===== src/rtl/bcd_chain_ctrl.sv =====
// bcd_chain_ctrl: run/pause/clear sequencer for a cascaded BCD counter with lap hold; define BCD_CHAIN_WRAP_EN to wrap on overflow instead of saturating into DONE
module bcd_chain_ctrl #(
  parameter int DIGITS = 4,
  parameter int PRESCALE = 10,
  parameter int PRESCALE_W = 4
) (
  input  logic                clk,
  input  logic                reset,
  input  logic                start,
  input  logic                stop,
  input  logic                clear,
  input  logic                lap,
  output logic [4*DIGITS-1:0] bcd,
  output logic [4*DIGITS-1:0] disp,
  output logic                running,
  output logic                tick,
  output logic                overflow
);
  typedef enum logic [1:0] {IDLE, RUN, PAUSE, DONE} state_t;
`ifdef BCD_CHAIN_WRAP_EN
  localparam bit wrap_en = 1'b1;
`else
  localparam bit wrap_en = 1'b0;
`endif
  state_t state, state_n;
  logic [PRESCALE_W-1:0] presc, presc_n;
  logic [4*DIGITS-1:0] bcd_n, inc;
  logic [DIGITS:0] carry;
  logic hold, hold_n, overflow_n, ovf_evt, sat;
  assign tick = state == RUN && presc == PRESCALE_W'(PRESCALE - 1);
  assign carry[0] = tick;
  // a digit advances only when the tick ripples through every lower digit sitting at 9
  for (genvar i = 0; i < DIGITS; i++) begin : g_dig
    logic [3:0] d;
    assign d = bcd[4*i +: 4];
    assign inc[4*i +: 4] = !carry[i] ? d : d == 4'd9 ? 4'd0 : d + 4'd1;
    assign carry[i+1] = carry[i] && d == 4'd9;
  end
  assign ovf_evt = carry[DIGITS];
  assign sat = ovf_evt && !wrap_en;
  always_comb begin
    state_n = state;
    hold_n = (state == RUN || state == PAUSE) && lap ? !hold : hold;
    presc_n = state == RUN ? (tick ? '0 : presc + 1'b1) : presc;
    bcd_n = state == RUN && !sat ? inc : bcd;
    overflow_n = wrap_en ? ovf_evt : overflow || ovf_evt;
    if (clear) begin
      state_n = IDLE;
      hold_n = 1'b0;
      presc_n = '0;
      bcd_n = '0;
      overflow_n = 1'b0;
    end else if (sat)
      state_n = DONE;
    else if (stop)
      state_n = state == RUN ? PAUSE : state;
    else if (start && (state == IDLE || state == PAUSE)) begin
      state_n = RUN;
      presc_n = state == IDLE ? '0 : presc;
    end
  end
  always_ff @(posedge clk) begin
    if (!reset) begin
      state <= IDLE;
      presc <= '0;
      bcd <= '0;
      disp <= '0;
      hold <= 1'b0;
      overflow <= 1'b0;
      running <= 1'b0;
    end else begin
      state <= state_n;
      presc <= presc_n;
      bcd <= bcd_n;
      disp <= hold_n ? disp : bcd_n;
      hold <= hold_n;
      overflow <= overflow_n;
      running <= state_n == RUN;
    end
  end
endmodule


===== config.mk =====
export PLATFORM = sky130hd
export DESIGN_NAME = bcd_chain_ctrl
export DESIGN_NICKNAME = d
export VERILOG_FILES = /design/src/rtl/bcd_chain_ctrl.sv
export SDC_FILE = /design/constraint.sdc
export NUM_CORES = 1
export LEC_CHECK = 0
export ABC_AREA = 1
export BUFFER_PORTS_ARGS = -buffer_cell sky130_fd_sc_hd__buf_4
export CORE_MARGIN = 4
export CORE_UTILIZATION = 54
export DETAILED_ROUTE_END_ITERATION = 6
export GPL_ROUTABILITY_DRIVEN = 0
export MAX_ROUTING_LAYER = met4
export PLACE_DENSITY = 0.79
export SKIP_CTS_REPAIR_TIMING = 1
export SLEW_MARGIN = 20
export SYNTH_ARGS = -nofsm -noshare
export SYNTH_HDL_FRONTEND = slang
export SYNTH_SLANG_ARGS = --single-unit

===== constraint.sdc =====
create_clock -name clk -period 2.15 [get_ports clk]
set_clock_uncertainty 0.2 [all_clocks]
set_input_delay 0.645 -clock clk [delete_from_list [all_inputs] [get_ports clk]]
set_output_delay 0.645 -clock clk [all_outputs]
set_load 0.03 [all_outputs]

== Yosys cells after proc, flatten, opt, wreduce, memory -nomap -nowiden ==
Index checks and enable logic that the tools add are counted.

* Register bits: 41

* $add $sub $neg: 5
* Eq/ne operators: 9
* Multiplexer cells: 23
* Bitwise gates (word level): 1
* Reduce and logical (&&, ||, !) cells: 15

{| class="wikitable"
|+ Operators by type and width
! kind !! number
|-
| 4-bit 2-to-1 mux || 14
|-
| 16-bit 2-to-1 mux || 2
|-
| 4-bit by 1-bit adder with 4-bit output, second input constant || 5
|-
| 4-bit == test, second input constant || 5
|-
| 2-bit 2-to-1 mux || 5
|-
| 1-bit logical AND || 8
|-
| 2-bit by 1-bit == test with 1-bit output, second input constant || 2
|-
| 4-bit != test, second input constant || 1
|-
| 1-bit logical OR || 3
|-
| 2-bit == test, second input constant || 1
|-
| 1-bit logical NOT || 2
|-
| 2-bit logical NOT || 1
|-
| 1-bit 2-to-1 mux || 2
|-
| 2-bit OR reduction || 1
|-
| 1-bit inverter || 1
|}

== Depth between registers and ports, before layout ==
Gate-level depths: netlist of the first run.

* Word-level depth: 10
* Depth in mapped cells: 11
* Mapped depth without buffers: 11

== Worst setup path before layout of the first run ==
No wires, ideal clock.

* Path type: register to register
* Start point: reg state[1]
* End point: reg presc[3]
* Library setup time: 64 ps
* Arrival time: 1637 ps
* Setup slack: 249 ps
* Cell stages (with the launch flop): 12
* Path buffers: 0
* Period minus slack after synthesis: 1901 ps
* Cell sequence: dfxtp_1 -> inv_1 -> ha_1 -> nand2_2 -> nor2_8 -> nand3_4 -> nor2_8 -> nand2_4 -> nand2_4 -> nor2_2 -> o21a_1 -> nor2_1

* Cells in the longest elaborated chain, start to end: 7

{| class="wikitable"
|+ Ends and longest elaborated chain
! item !! RTL line !! source
|-
| start: declaration || 25 || <nowiki>state_t state, state_n;</nowiki>
|-
| start signal: assignment || 72 || <nowiki>state <= state_n;</nowiki>
|-
| 2-bit by 1-bit == test with 1-bit output * || 30 || <nowiki>assign tick = state == RUN && presc == PRESCALE_W'(PRESCALE - 1);</nowiki>
|-
| 1-bit logical AND * || 30 ||
|-
| named net tick || 16 || <nowiki>output logic tick,</nowiki>
|-
| 4-bit 2-to-1 mux or 1-bit logical AND (tied branches) (2 in a row) || 44, 37 ||
|-
| 4-bit 2-to-1 mux or 1-bit logical AND (tied branches) || 57, 37 ||
|-
| 4-bit 2-to-1 mux or 1-bit logical AND (tied branches) || 55, 37 ||
|-
| 4-bit 2-to-1 mux or 4-bit != test (tied branches) || - ||
|-
| end signal: assignment || 73 || <nowiki>presc <= presc_n;</nowiki>
|-
| end: declaration || 26 || <nowiki>logic [PRESCALE_W-1:0] presc, presc_n;</nowiki>
|}

Mark *: on every way through the listed nets, which the timed path passes. The rest lies on a longest branch.
A chain may end at the register's enable or synchronous reset.

== Worst setup path in the final report of the first run ==
* Start point: reg presc[1]
* End point: out tick

* Cells in the longest elaborated chain, start to end: 2

{| class="wikitable"
|+ Ends and longest elaborated chain
! item !! RTL line
|-
| 4-bit == test || 30
|-
| 1-bit logical AND || 30
|-
| end: declaration || 16
|}

Every way passes these cells.

==> summary.md, run 1 <==
| Metric | Value |
|---|---|
| WP data arrival | 1.24 ns |
| Critical R2R Capture | presc[3]$_SDFFE_PP0P_ |
| DP Area | 0.002313 sq mm |
| Sequential share of the synthesized area | 42.30% |
| Avg WL per Cell | 12.09 um |
| Ratio of cells with drive above 1 in the final layout | 26.67% |
| Tcrit/Tclk final | 97.03% |
| Syn avg cell area | 7.407 sq um |
| Cell Area, Synth | 0.001941 sq mm |
| Clock latency on the worst-skew pair | 0.35 ns |
| # DRC | 0 |
| Row Count | 21 |
| # IOs | 41 |
| Dominant cells by area after synthesis | dfxtp_1 42%, inv_1 7.7%, nand2_1 7.2%, a21oi_1 6.4%, nor2_1 5.6% |
| Starting Density | 56.81% |
| Clock sinks | 41 |
| P&R area growth vs syn | 27.34% |
| DP Cell Count | 348 |
| P per Cell Area | 550.8 mW/mm^2 |
| Grt total ovfl | 0 |
| Max-cap violation count | 0 |
| Number of CTS-inserted buffers | 5 |
| Longest Clk Path Bufs | 2 |
| Synthesized Nets | 274 |
| Hold Path Stages | 2 |
| EDFF count, synth | 0 |
| Global-route wire length before repair | 7065 um |
| IO buf count | 40 |
| Post-route setup TNS | 0 ns |
| Non-filler instance count after layout | 361 |
| Rel. slew slack | 76.63% |
| DR vias/cell | 5.152 |
| Worst-path fanout max | 4 |
| Max Freq | 479.4 MHz |
| Setup Crit Path Kind | reg2out |
| Tightest Pin Transition | 0.3469 ns |
| Max-slew violations | 0 |
| Primary FF master, synth | dfxtp_1 |
| Crit start category | register |
| R2R cell count | 12 |
| Synth cell types | 25 |
| Clock slew at the register clock pins of the worst setup and hold paths | 0.12 ns |
| Seq cells post-synth | 41 |
| Final setup vio count | 0 |
| Critical path required time | 1.30 ns |
| TritonCTS clock tree | done |
| Min-delay src | overflow$_SDFF_PP0_ |
| GRT Total Usage | 21.15% |
| Die area | 0.004617 sq mm |
| Critical path endpoint category | output pin |
| Starting DRT DRC Count | 85 |
| Pleak | 1.238 nW |
| Post-route antenna net violation count | 0 |
| H-Tree Depth | 2 |
| Largest net degree at the start of global routing | 17 |
| Hold Crit Class | reg2reg |
| Vias in the first global route | 1682 |
| Final hold viol count | 0 |
| Post-synth top area share | 42.30% |
| Die height | 67.95 um |
| # diodes | 0 |
| Status | finished clean |
| Peak supply drop | 500.0 uV |
| Pre-antenna DRT Iters | 4 |
| Die width | 67.95 um |
| Synth Instances | 262 |
| RR Startpoint | presc[1]$_SDFFE_PP0P_ |
| Core area | 0.003416 sq mm |
| Final nets | 326 |
| Post-DP HPWL | 3168 um |
| Ys async rst share | 0% |
| Initial antenna violation count | 0 |
| Flop2flop setup slack | 0.17 ns |
| Hold Path End | overflow$_SDFF_PP0_ |
| Yosys top cell by area | dfxtp_1 |
| Top-count cell post-synth | dfxtp_1 |
| Post-route cell area | 0.002471 sq mm |
| Root Driver | clkbuf_4 |
| Routed WL | 4365 um |
| Fin crit period | 2.086 ns |
| Via count | 1860 |
| Yosys warns | 0 |
| Post-synth top cells | 41 x dfxtp_1, 40 x inv_1, 37 x nand2_1 |
-- logic make-up after synthesis --
logic type	count (synthesis)	share of synthesized area, %
AOI/OAI and AO/OA	53	15.09
xor gates and xnor gates	2	0.9028
adders and majority gates	6	3.868
buffers and inverters	51	9.864
DFF	41	42.30
and+or+nand+nor	109	27.98
-- power breakdown --
group,total (mW),internal [mW],switching (mW)
registers,0.769,0.765,0.00419
logic,0.0742,0.0283,0.0459
clock network,0.518,0.278,0.240
total,1.36,1.07,0.290
-- state kept, by name, summed over array words and instances (netlist names) --
signal,count
disp,16
running,1
bcd,16
state,2
hold,1
presc,4
overflow,1
-- final cells by class --
| type | instances | area, sq um |
|---|---|---|
| Clock inverter | 1 | 30.03 |
| Inverter | 47 | 176.4 |
| Timing Repair Buffer | 49 | 371.6 |
| Fill cell | 300 | 944.7 |
| Sequential cell | 41 | 827.0 |
| Tap cell | 46 | 57.56 |
| Multi-Input combinational cell | 170 | 953.4 |
| Clock buffer | 7 | 55.05 |
-- critical path: stages, from the launching register on --
cell and delay, ns:
dfxtp_2 0.36, inv_2 0.06, ha_2 0.18, nand2_4 0.06, nor2_8 0.09, buf_6 0.13
-- layer usage --
metal / GRT usage (%) / routed length [um]
met2: 34.06 / 2134
met1: 25.08 / 1951
met5: - / 0
met4: 8.685 / 67
met3: 5.419 / 212
-- stage by stage --
step	setup slack, ns	total power [mW]	util, %	hold slack, ns
detailed placement	0.04262	0.8580	67.73	0.2373
global placement	0.09509	0.8574	67.73	0.2412
finish	0.06388	1.361	72.34	0.2531
floorplan	0.2494	0.8298	-	0.2644
CTS	-0.1786	1.371	70.22	0.2540
global route	-0.005188	1.419	72.34	0.2768
-- how the worst max path moves through the flow --
stage                                      from                     to  slack (ns)  cells after the start
after floorplan             state[1]$_SDFF_PN0_  presc[3]$_SDFFE_PP0P_        0.25                     11
after global placement                    reset  disp[11]$_SDFFE_PN0N_         0.1                      8
after detailed placement                  reset   disp[6]$_SDFFE_PN0N_        0.04                      6
after CTS                 presc[0]$_SDFFE_PP0P_                   tick       -0.18                      4
after global routing        state[1]$_SDFF_PN0_                   tick      -0.005                      5
final                     presc[1]$_SDFFE_PP0P_                   tick        0.06                      5
-- placed cells by master (no fill, tap or decap) --
cell type  count
nand2_1       37
or2_2          3
clkbuf_8       1
o21a_1         2
dfxtp_2        2
clkbuf_1       1
nor2_1        29
o31ai_1        1
o21ai_0       16
inv_1         39
ha_1           4
nand3_4        1
xor2_1         2
nor2_2         4
o211ai_1       3
nand4_1        8
nand2_4        3
bufinv_16      1
dfxtp_1       38
nand3b_1       1
nor2_8         2
nand2_2        1
a21oi_1       25
o22ai_1        1
buf_6          1
nand3_1       19
dfxtp_4        1
inv_2          8
buf_4         48
ha_4           1
o21ai_1        2
nor2_4         1
ha_2           1
clkbuf_4       5
o22a_1         3
No activity file was read; power rests on OpenSTA's default activity.
==> run 2: changes to the inputs <==
- CELL_PAD_IN_SITES_DETAIL_PLACEMENT: default -> 0
- CELL_PAD_IN_SITES_GLOBAL_PLACEMENT: default -> 2
- CORE_UTILIZATION: 54 -> 30
- PLACE_DENSITY: 0.79 -> default
- PLACE_DENSITY_LB_ADDON: default -> 0.1
==> summary.md, run 2 (synthesis gave the netlist of run 1 again) <==
| Metric | Value |
|---|---|
| Most frequent cells in the layout | 47 x buf_4, 40 x inv_1, 39 x dfxtp_1 |
| Max-cap violation count | 0 |
| R2R cell count | 12 |
| Post-DP HPWL | 3696 um |
| DR vias/cell | 4.558 |
| Starting DRT DRC Count | 48 |
| Min Hold Slack | 0.2547 ns |
| Critical path destination | tick |
| Ratio of cells with drive above 1 in the final layout | 25.48% |
| Critical path endpoint category | output pin |
| Routed WL | 4916 um |
| Worst-path fanout max | 4 |
| Number of CTS-inserted buffers | 5 |
| Max-slew violations | 0 |
| Starting Density | 30.74% |
| Global-route wire length before repair | 8045 um |
| Most common cell after layout, fill and taps aside | buf_4 |
| Tot Pwr | 1.362 mW |
| Root Driver | clkbuf_8 |
| Avg WL per Cell | 12.57 um |
| Fin crit period | 2.092 ns |
| Die area | 0.007820 sq mm |
| Tcrit/Tclk final | 97.32% |
| Core area | 0.006314 sq mm |
| # diodes | 0 |
| P&R area growth vs syn | 29.66% |
| P per Cell Area | 541.2 mW/mm^2 |
| Setup crit start | state[1]$_SDFF_PN0_ |
| Crit start category | register |
| Hold Path Stages | 2 |
| RR Startpoint | state[1]$_SDFF_PN0_ |
| Max Freq | 477.9 MHz |
| Clock latency on the worst-skew pair | 0.29 ns |
| Critical R2R Capture | presc[3]$_SDFFE_PP0P_ |
| GRT Total Usage | 13.72% |
| Largest net degree at the start of global routing | 17 |
| WL met3 | 202 um |
| H-Tree Depth | 2 |
| Top flop regs | bcd x16, disp x16, presc x4 |
| Flop2flop setup slack | 0.14 ns |
| Post-route antenna net violation count | 0 |
| Critical Path, Cell by Cell | inv_1 > ha_2 > nand2_4 > nor2_8 > buf_6 |
| FILL cells | 670 |
| Via count | 1782 |
| Peak supply drop | 398.9 uV |
| IO buf count | 40 |
| Die height | 88.43 um |
| Clock slew at the register clock pins of the worst setup and hold paths | 0.08 ns |
| Top Metal Used | met4 |
| Final hold viol count | 0 |
| Setup Crit Path Kind | reg2out |
| # DRC | 0 |
| Row Count | 29 |
| Grt total ovfl | 0 |
| Pleak | 1.221 nW |
| Status | finished clean |
| Die width | 88.43 um |
| Vias in the first global route | 1695 |
| TritonCTS clock tree | done |
| Post-route cell area | 0.002516 sq mm |
| Clock sinks | 41 |
| Slowest CP cell | dfxtp_2 |
| RSZ-0062 raised after global routing | yes |
| Initial antenna violation count | 0 |
| # IOs | 41 |
| CP max stage delay | 0.34 ns |
| Final nets | 326 |
| Pre-antenna DRT Iters | 4 |
| Metal-1 WL | 2406 um |
| DP Area | 0.002382 sq mm |
| Longest Clk Path Bufs | 2 |
| WP data arrival | 1.25 ns |
| Rel. slew slack | 79.26% |
| Critical path required time | 1.30 ns |
| Final setup vio count | 0 |
| Post-route setup TNS | 0 ns |
| Met2 wire len | 2252 um |
| Hold Crit Class | reg2reg |
| Tightest Pin Transition | 0.3078 ns |
-- run 2: changes by cell type in the layout (fill, tap and decap cells not counted) --
cell / before / now
buf_4: 48 / 47
dfxtp_4: 1 / 0
ha_1: 4 / 5
ha_4: 1 / 0
inv_1: 39 / 40
dfxtp_1: 38 / 39
clkbuf_4: 5 / 0
nand2_4: 3 / 2
nand2_8: 0 / 1
buf_12: 0 / 1
bufinv_16: 1 / 0
inv_2: 8 / 7
clkbuf_8: 1 / 6
-- run 2: worst min-delay path by stage --
| stage | from | end |
|---|---|---|
| 3_5_place_dp | disp[14]$_SDFFE_PN0N_ | disp[14]$_SDFFE_PN0N_ |
| 5_1_grt | disp[14]$_SDFFE_PN0N_ | disp[14]$_SDFFE_PN0N_ |
| 6_report | disp[14]$_SDFFE_PN0N_ | disp[14]$_SDFFE_PN0N_ |
| 2_1_floorplan | presc[2]$_SDFFE_PP0P_ | presc[2]$_SDFFE_PP0P_ |
| 4_1_cts | disp[14]$_SDFFE_PN0N_ | disp[14]$_SDFFE_PN0N_ |
| 3_3_place_gp | disp[14]$_SDFFE_PN0N_ | disp[14]$_SDFFE_PN0N_ |
-- run 2: per-layer routing --
| metal | up-vias | global-route usage [%] |
|---|---|---|
| met2 | 36 | 21.41 |
| met3 | 5 | 3.073 |
| met4 | 0 | 4.121 |
| li1 | 949 | - |
| met1 | 792 | 17.73 |
| met5 | - | - |
-- run 2: where the power goes --
group | total, mW | switching [mW] | internal, mW
clock network | 0.518 | 0.263 | 0.255
logic | 0.0750 | 0.0470 | 0.0279
registers | 0.769 | 0.00396 | 0.765
total | 1.36 | 0.314 | 1.05
-- run 2: worst max-delay path, delay by kind of cell, from the launching register on --
kind / cells / cell delay [ns]
adders and majority gates: 1 / 0.21
buffers and inverters: 2 / 0.21
DFF: 1 / 0.34
and+or+nand+nor: 2 / 0.18
-- run 2: area by class of cell --
type,count,area (sq um),share of cell area (%)
Sequential cell,41,823.3,32.72
Clock buffer,7,86.33,3.431
Tap cell,77,96.34,3.829
Timing Repair Buffer,49,384.1,15.27
Inverter,47,176.4,7.011
Multi-Input combinational cell,170,949.7,37.74
-- run 2: through the flow --
stage,util (%),std cells,setup WS (ns)
6_report,39.85,391,0.05763
2_1_floorplan,-,262,0.2494
3_3_place_gp,37.73,383,0.1900
5_1_grt,39.85,391,-0.005752
3_5_place_dp,37.73,383,0.1255
4_1_cts,39.10,390,-0.1231
==> run 3: changes to the inputs <==
- ABC_AREA: 1 -> default
- CORE_UTILIZATION: 30 -> 31
- HOLD_SLACK_MARGIN: default -> 0.08
- clock period: 2.15 -> 2.23 ns (I/O delays scaled with it)
==> summary.md, run 3 <==
| Metric | Value |
|---|---|
| Most common cell after layout, fill and taps aside | buf_4 |
| Final setup vio count | 0 |
| Vias in the first global route | 1690 |
| Global-route wire length before repair | 8197 um |
| Post-route setup TNS | 0 ns |
| Root Driver | clkbuf_8 |
| Cell Area, Synth | 0.001853 sq mm |
| # IOs | 41 |
| Syn avg cell area | 8.659 sq um |
| Max-slew violations | 0 |
| # DRC | 0 |
| Final hold viol count | 0 |
| Clock sinks | 41 |
| Synth cell types | 44 |
| Row Count | 27 |
| Post-synth top cells | 41 x dfxtp_1, 26 x a21oi_1, 26 x nor2_1 |
| IO buf count | 40 |
| Post-route antenna net violation count | 0 |
| Via count | 1682 |
| Synth Instances | 214 |
| DP Cell Count | 332 |
| Top flop regs | bcd x16, disp x16, presc x4 |
| Seq cells post-synth | 41 |
| Setup crit start | presc[1]$_SDFFE_PP0P_ |
| Ratio of cells with drive above 1 in the final layout | 30.40% |
| P&R area growth vs syn | 34.50% |
| Starting Density | 32.85% |
| DR vias/cell | 4.875 |
| WP data arrival | 1.33 ns |
| Die area | 0.007279 sq mm |
| Max-cap violation count | 0 |
| Post-synth top area share | 44.29% |
| Yosys top cell by area | dfxtp_1 |
| FILL cells | 581 |
| Grt total ovfl | 0 |
| RR Startpoint | bcd[15]$_SDFF_PN0_ |
| Core area | 0.005642 sq mm |
| Starting DRT DRC Count | 33 |
| TritonCTS clock tree | done |
| Status | finished clean |
| Ys async rst share | 0% |
| Rel. slew slack | 68.57% |
| Clock slew at the register clock pins of the worst setup and hold paths | 0.09 ns |
| Max Freq | 455.8 MHz |
| Min-delay src | overflow$_SDFF_PP0_ |
| Pleak | 1.021 nW |
| Worst-path fanout max | 4 |
| Non-filler instance count after layout | 345 |
| GRT Total Usage | 14.50% |
| Critical path endpoint category | output pin |
| Routed WL | 4867 um |
| Crit start category | register |
| Die height | 85.32 um |
| Fin crit period | 2.194 ns |
| EDFF count, synth | 0 |
| # diodes | 0 |
| Sequential share of the synthesized area | 44.29% |
| H-Tree Depth | 2 |
| Most frequent cells in the layout | 57 x buf_4, 37 x dfxtp_1, 26 x a21oi_1, 26 x nor2_1 |
| Hold Crit Class | reg2reg |
| Longest Clk Path Bufs | 2 |
| Number of CTS-inserted buffers | 5 |
| Avg WL per Cell | 14.11 um |
| Dominant cells by area after synthesis | dfxtp_1 44%, a21oi_1 7.0%, nor2_1 5.3%, o21ai_0 4.6%, ha_1 4.1% |
| Final nets | 284 |
| Tot Pwr | 1.327 mW |
| Post-DP HPWL | 3420 um |
| Setup Crit Path Kind | reg2out |
| Tcrit/Tclk final | 98.39% |
| Die width | 85.32 um |
| Post-layout util | 44.18% |
| Tightest Pin Transition | 0.4715 ns |
| Peak supply drop | 206.5 uV |
| Critical path required time | 1.36 ns |
| Largest net degree at the start of global routing | 27 |
| Pre-antenna DRT Iters | 4 |
| P per Cell Area | 532.4 mW/mm^2 |
| Min Hold Slack | 0.2769 ns |
| Top-count cell post-synth | dfxtp_1 |
| Yosys warns | 0 |
| Synthesized Nets | 226 |
| Initial antenna violation count | 0 |
| Clock latency on the worst-skew pair | 0.29 ns |
| Primary FF master, synth | dfxtp_1 |
| RSZ-0062 raised after global routing | yes |
[run 3: cell count changes in the layout (fill, tap and decap cells not counted), moves of 4 or more]
cell / before / now
inv_1: 40 / 6
nand2_1: 37 / 17
nand3_1: 19 / 6
buf_4: 47 / 57
nor3_1: 0 / 6
inv_2: 7 / 2
nand4_1: 8 / 3
nor2_2: 4 / 0
nor2b_1: 0 / 4
xnor2_1: 0 / 4
[run 3: final timing paths]
check / to / slack (ns) / cells after the start
hold reg to reg: overflow$_SDFF_PP0_ / 0.28 / 2
setup / recovery: tick / 0.04 / 5
setup reg to reg: presc[0]$_SDFFE_PP0P_ / 0.19 / 5
hold / removal: overflow$_SDFF_PP0_ / 0.28 / 2
[run 3: kinds of logic after synthesis]
logic type	after synthesis	share of synthesized area [%]
fa+ha+maj	6	4.051
xor+xnor	9	4.254
flops	41	44.29
simple gates	80	23.84
compound gates	59	18.23
buf+inv	16	3.713
mux	3	1.621
[run 3: routing by layer]
metal	track usage (%)	up-vias	share of wire, %
li1	-	866	-
met1	17.47	780	46
met2	23.94	32	48
met3	3.786	4	5.1
met4	3.885	0	0.80
met5	-	-	0
[run 3: area by class of cell]
type / instances / area [sq um] / share of cell area [%]
Timing Repair Buffer: 59 / 450.4 / 18.07
Tap cell: 72 / 90.09 / 3.614
Multi-Input combinational cell: 157 / 997.2 / 40.01
Clock buffer: 6 / 82.58 / 3.313
Sequential cell: 41 / 828.3 / 33.23
Inverter: 8 / 30.03 / 1.205
Clock inverter: 2 / 13.76 / 0.5522
[run 3: stage by stage]
| step | setup slack [ns] | instance area (sq um) |
|---|---|---|
| floorplan | 0.1352 | 1853 |
| global placement | 0.1675 | 2317 |
| detailed placement | 0.1548 | 2317 |
| CTS | -0.1812 | 2414 |
| global route | -0.03314 | 2492 |
| finish | 0.03584 | 2492 |
[run 3: critical path: stages (launching register included)]
cell and delay (ns):
dfxtp_2 0.35, inv_2 0.05, ha_4 0.14, and4b_2 0.24, buf_6 0.13, buf_6 0.13
[run 3: where the power goes]
| group | internal, mW | switching (mW) |
|---|---|---|
| Clock | 0.251 | 0.265 |
| Combinational | 0.0259 | 0.0466 |
| Sequential | 0.735 | 0.00307 |
| Total | 1.01 | 0.315 |
